File: config.mk
export PLATFORM = sky130hd
export DESIGN_NAME = tx_sample_scheduler
export DESIGN_NICKNAME = d
export VERILOG_FILES = /design/src/rtl/tx_sample_scheduler.sv
export SDC_FILE = /design/constraint.sdc
export NUM_CORES = 1
export LEC_CHECK = 0
export CAP_MARGIN = 20
export CORE_MARGIN = 10
export CORE_UTILIZATION = 25
export DETAILED_ROUTE_END_ITERATION = 12
export SETUP_SLACK_MARGIN = 0.3
export SYNTH_ARGS = -nofsm -noshare
export SYNTH_HDL_FRONTEND = slang
export SYNTH_SLANG_ARGS = --single-unit
File: constraint.sdc
create_clock -name clk -period 6.37 [get_ports clk]
set_input_delay 1.5925 -clock clk [delete_from_list [all_inputs] [get_ports clk]]
set_output_delay 1.5925 -clock clk [all_outputs]
set_load 0.02 [all_outputs]
File: src/rtl/tx_sample_scheduler.sv
// Round-robin burst arbiter for two I/Q sources onto one serializer path with zero-fill.
// Optional statistics counters are built when TX_SCHED_STATS_EN is defined.
module tx_sample_scheduler #(
    parameter logic [7:0] MAX_UNDERRUN = 8'd16
) (
    input  logic        clk,
    input  logic        rst,
    input  logic        en,
    input  logic [13:0] s0_i,
    input  logic [13:0] s0_q,
    input  logic        s0_valid,
    input  logic        s0_last,
    output logic        s0_ready,
    input  logic [13:0] s1_i,
    input  logic [13:0] s1_q,
    input  logic        s1_valid,
    input  logic        s1_last,
    output logic        s1_ready,
    output logic [13:0] out_i,
    output logic [13:0] out_q,
    output logic        out_valid,
    input  logic        out_ready,
    output logic [1:0]  grant,
    output logic        abort,
    output logic [15:0] underrun_cnt,
    output logic [15:0] burst_cnt
);

    typedef enum logic [1:0] {IDLE, GRANT0, GRANT1} state_t;

    state_t      state, state_next;
    logic        last_grant;
    logic [7:0]  consec;
    logic        hs;
    logic        accept;
    logic        src_valid;
    logic        src_last;
    logic [13:0] src_i;
    logic [13:0] src_q;
    logic        underrun;
    logic        at_limit;
    logic        burst_done;

    assign hs = out_valid && out_ready;

    always_ff @(posedge clk) begin
        if (rst) state <= IDLE;
        else     state <= state_next;
    end

    always_comb begin
        state_next = state;
        src_valid  = 1'b0;
        src_last   = 1'b0;
        src_i      = '0;
        src_q      = '0;
        if (state == GRANT0) begin
            src_valid = s0_valid;
            src_last  = s0_last;
            src_i     = s0_i;
            src_q     = s0_q;
        end else if (state == GRANT1) begin
            src_valid = s1_valid;
            src_last  = s1_last;
            src_i     = s1_i;
            src_q     = s1_q;
        end
        accept     = (state != IDLE) && hs && en;
        underrun   = accept && !src_valid;
        at_limit   = ({1'b0, consec} + 9'd1) == {1'b0, MAX_UNDERRUN};
        burst_done = accept && src_valid && src_last;
        case (state)
            IDLE: begin
                // last_grant=1 means s1 went last, so a tie goes to s0
                if (en && s0_valid && s1_valid) state_next = last_grant ? GRANT0 : GRANT1;
                else if (en && s0_valid)        state_next = GRANT0;
                else if (en && s1_valid)        state_next = GRANT1;
            end
            GRANT0, GRANT1: begin
                if (hs && !en)                   state_next = IDLE;
                else if (burst_done)             state_next = IDLE;
                else if (underrun && at_limit)   state_next = IDLE;
            end
            default: state_next = IDLE;
        endcase
    end

    // Ready is withheld when en is low or in reset so no sample is consumed then
    always_comb begin
        s0_ready = (state == GRANT0) && hs && en && !rst;
        s1_ready = (state == GRANT1) && hs && en && !rst;
        grant    = '0;
        case (state)
            GRANT0:  grant = 2'b01;
            GRANT1:  grant = 2'b10;
            default: grant = 2'b00;
        endcase
    end

    always_ff @(posedge clk) begin
        if (rst) begin
            out_i      <= '0;
            out_q      <= '0;
            out_valid  <= 1'b0;
            abort      <= 1'b0;
            consec     <= '0;
            last_grant <= 1'b1;
        end else begin
            out_valid <= 1'b1;
            abort     <= underrun && at_limit;
            if (hs) begin
                if (accept && src_valid) begin
                    out_i <= src_i;
                    out_q <= src_q;
                end else begin
                    out_i <= '0;
                    out_q <= '0;
                end
            end
            if (state == IDLE)                    consec <= '0;
            else if (hs && !en)                   consec <= '0;
            else if (accept && src_valid)         consec <= '0;
            else if (underrun && at_limit)        consec <= '0;
            else if (underrun)                    consec <= consec + 8'd1;
            if (state == IDLE && state_next == GRANT0) last_grant <= 1'b0;
            if (state == IDLE && state_next == GRANT1) last_grant <= 1'b1;
        end
    end

`ifdef TX_SCHED_STATS_EN
    always_ff @(posedge clk) begin
        if (rst) begin
            underrun_cnt <= '0;
            burst_cnt    <= '0;
        end else begin
            if (underrun && underrun_cnt != 16'hFFFF) underrun_cnt <= underrun_cnt + 16'd1;
            if (burst_done)                           burst_cnt    <= burst_cnt + 16'd1;
        end
    end
`else
    assign underrun_cnt = '0;
    assign burst_cnt    = '0;
`endif

endmodule

# Word level (Yosys, flattened, before mapping)

Index checks and enable logic that the tools add are counted.

Bits of input ports: 64
Register bits after elaboration: 41
Output and inout port bits: 66

Reduce and logical (&&, ||, !) cells: 27
Muxes and demuxes: 20
Add/sub/neg operators: 2
Equal/unequal tests: 5

Operators by type and width:

| operator                                       | count |
|---|---|
| two-way mux 14 bit                             | 6 |
| logical AND 1 bit                              | 19 |
| two-way mux 2 bit                              | 7 |
| adder 8 x 1 -> 9 bit (second input constant)   | 1 |
| == test 9 x 5 -> 1 bit (second input constant) | 1 |
| adder 8 x 1 -> 8 bit (second input constant)   | 1 |
| one-hot mux 2 bit (2 select lines)             | 2 |
| two-way mux 1 bit                              | 5 |
| OR reduction 5 bit                             | 1 |
| == test 2 x 1 -> 1 bit (second input constant) | 2 |
| == test 2 bit (second input constant)          | 2 |
| OR reduction 2 bit                             | 2 |
| zero test 1 bit                                | 3 |
| zero test 2 bit                                | 1 |
| nonzero test 2 bit                             | 1 |

# Logic depth before layout (Yosys ltp)

Depth after elaboration: 13
Mapped depth: 9
Depth with buffers taken out: 8

# Worst setup path after synthesis

No wires, ideal clock.

Path type: input-to-output
From: in rst
To: out s0_ready
Stages on the path: 2
Data arrival time: 2.326 ns
Setup slack: 2.452 ns
Buffers on the path: 1
Cell sequence: clkbuf_1 > nor3b_1

Longest elaborated chain between the ends: 2

Ends and longest elaborated chain:

| element           | RTL line | text |
|---|---|---|
| start, declared   | 7        | `input logic rst,` |
| zero test 1 bit   | 90       | `s0_ready = (state == GRANT0) && hs && en && !rst;` |
| logical AND 1 bit | 90       |  |
| end, declared     | 13       | `output logic s0_ready,` |

No other way between the ends.

# Worst setup path in the final report

From: in rst
To: out s1_ready

Longest elaborated chain between the ends: 2

Ends and longest elaborated chain:

| element           | RTL line | text |
|---|---|---|
| zero test 1 bit   | 91       | `s1_ready = (state == GRANT1) && hs && en && !rst;` |
| logical AND 1 bit | 91       |  |
| end, declared     | 18       | `output logic s1_ready,` |

No other way between the ends.

==> reports/results.ini <==
[run_status]
status=finished, final reports clean

[setup_path]
cp_cell_sequence=clkdlybuf4s50_1 > buf_4 > nor3b_1 > clkdlybuf4s50_1
cpMostUsedCell=clkdlybuf4s50_1
cp-end-kind=output pin
critPathRequiredTime_ns=4.78
critPathArrivalTime_ns=3.47
worstSetupPathType=in2out
critPathSlowestCell=clkdlybuf4s50_1
slowest_delay_ns=0.69
start_kind=input port
crit_buf_inv=3
worst_path_dominant_cell_family=buffers and inverters
path_max_fanout=14

[synth]
synthArstFlopShare_pct=0
syn-instance-count=261
synth_area_sq_um=2310
synth_xor_area_share_pct=4.18
ys_types=42
synthSimpleGateAreaFrac_pct=16.4
yosys-top-cells-area=dfxtp_1 (36%), a22o_1 (11%), buf_4 (10%), a22oi_1 (9.1%), nor2_1 (6.5%)
ys_ff_latch=41
syn_avg_cell_area_sq_um=8.84
ys.warnings.count=0
yosysSeqAreaShare_pct=35.6
synth_top_family_by_area=compound AO/OA/AOI/OAI gates
yosys.area_share.adder_pct=3.80
synth_edf_count=0
synth_top_area_share_pct=35.6
synth_common_cells=dfxtp_1 (41), nor2_1 (40), buf_4 (32)
yosys-mux-area-fraction_pct=0.434
synth_compound_area_share_pct=25.7
yosysTopAreaCell=dfxtp_1
ys.flop_type=dfxtp_1
yosysMostFrequentCell=dfxtp_1

[grt]
grt_pass1_wl_mm=10.9
grt_overflow_total=0
grt_antenna_before_repair=0
grt_max_degree=36
grt_usage_pct=10.0
grt_pass1_vias=2108

[clock_network]
htreeDepth=2
clock_sinks=41
cts_max_path_buffers=2
cts-buffers-inserted=5
post-cts-setup-buffers=0
cts_tree=built
clk_latency_ns=0.29
cts.reportedPaths.clkPinSlew_ns=0.08
cts-root-buf=clkbuf_8
hold_buffers=0
ctsResizeCount=0

[timing]
clock_skew_ns=0.00356
setup-violations-final=0
tightest_slew_ns=1.01
timing.final.crit_share_pct=79.5
fin_crit_ns=5.07
relSlewSlack_pct=32.3
rsz0062_at_grt=no
finalMaxSlewViolations=0
fin_setup_tns_ns=0
fmax_ghz=0.197
hold_violations=0

[detailed_routing]
drt_wl_total_mm=7.17
first_pass_iters=4
vias=2102
drtIter0Drc=88
drtAntennaViolNets=0
drc=0
viasPerCell=4.56
post_drt_wl_per_cell_um=15.5

[die]
rows=34
dieHeight_um=116
start_util_pct=26.1
die_area_sq_um=13500
pin_count=130
die_w_um=116
core_sq_um=8850

[flow_run]
max_cap_violations=0

[final_layout]
final_util_pct=38.2
nets=423
diodes=0
drive_gt1_share_pct=5.95
area_growth_pct=46.7
final_cell_area_sq_um=3380

[power]
vdd_drop_max_mv=0.0649
power.leakage_uw=0.00127
power_density_nw_per_um2=181

[placement]
port_buffers=97
placed_area_sq_um=3250
dp_hpwl_mm=5.63
gp_congestion=0.756

[worst_hold_path]
hold_class=reg2reg

through the flow:
step           setup slack (ns)  std cells  total power, uW  hold WS, ns
2_1_floorplan              2.45        292              395        0.498
3_3_place_gp               1.25        451              446        0.487
3_5_place_dp               1.26        451              447        0.498
4_1_cts                    1.25        459              618        0.521
5_1_grt                    1.18        461              649        0.548
6_report                   1.30        461              613        0.513
power breakdown:
part / switching, uW / total [uW] / internal [uW]
Sequential: 6.42 / 268 / 261
Clock: 95.2 / 171 / 75.7
Combinational: 89.4 / 175 / 85.3
state kept, by name, indices dropped and copies added (netlist names):
| signal | cells |
|---|---|
| last_grant | 1 |
| state | 2 |
| out_q | 14 |
| out_i | 14 |
| abort | 1 |
| out_valid | 1 |
| consec | 8 |
layout make-up:
type                       count  area, sq um
clock inverter                 3         17.5
clock buffer                   5         68.8
tap                          108          135
multi-input combinational    199         1290
fill                         890         5470
timing repair buffer         102         1040
sequential                    41          821
inverter                       3         11.3
worst register-to-register path, cell delays in order (launching register included):
cell	delay, ns
dfxtp_1	0.46
inv_1	0.10
ha_1	0.18
buf_4	0.24
and2_1	0.26
nor4_4	0.51
o2111a_1	0.31
a31oi_1	0.11
a2111o_1	0.39
o31a_1	0.10
cells in the final DEF, fill, tap and decap left out, drive strengths merged, types with 2 or more instances in the layout:
cell type	count
a211oi	2
a21oi	4
a22o	28
a22oi	28
and2	2
and3	2
and3b	2
and4	4
buf	5
clkbuf	5
clkdlybuf4s50	97
clkinv	2
conb	32
dfxtp	41
ha	7
inv	3
nand2	7
nand3	4
nor2	40
nor2b	4
nor3	5
nor3b	2
xnor2	8
xor2	3
path summary, 6_finish.rpt:
kind,slack [ns],start,depth (start not counted),endpoint
max,1.30,rst,4,s1_ready
min,0.51,out_q[12]$_SDFFE_PP0N_,2,out_q[12]$_SDFFE_PP0N_
max reg2reg,3.61,state[1]$_SDFF_PP0_,9,last_grant$_SDFFE_PP1P_
min reg2reg,0.51,out_q[12]$_SDFFE_PP0N_,2,out_q[12]$_SDFFE_PP0N_
kinds of logic after synthesis:
family / count (synthesis)
AOI/OAI and AO/OA: 74
and+or+nand+nor: 74
buffers and inverters: 52
DFF: 41
xor gates and xnor gates: 11
adders and majority gates: 7
other: 1
muxes: 1
routing by layer:
metal  GRT usage, %  wire length [um]
met3           4.08               632
met5              0                 0
met4           3.50                78
met1           11.3              2960
met2           16.8              3500
(Power assumes the default switching activity.)
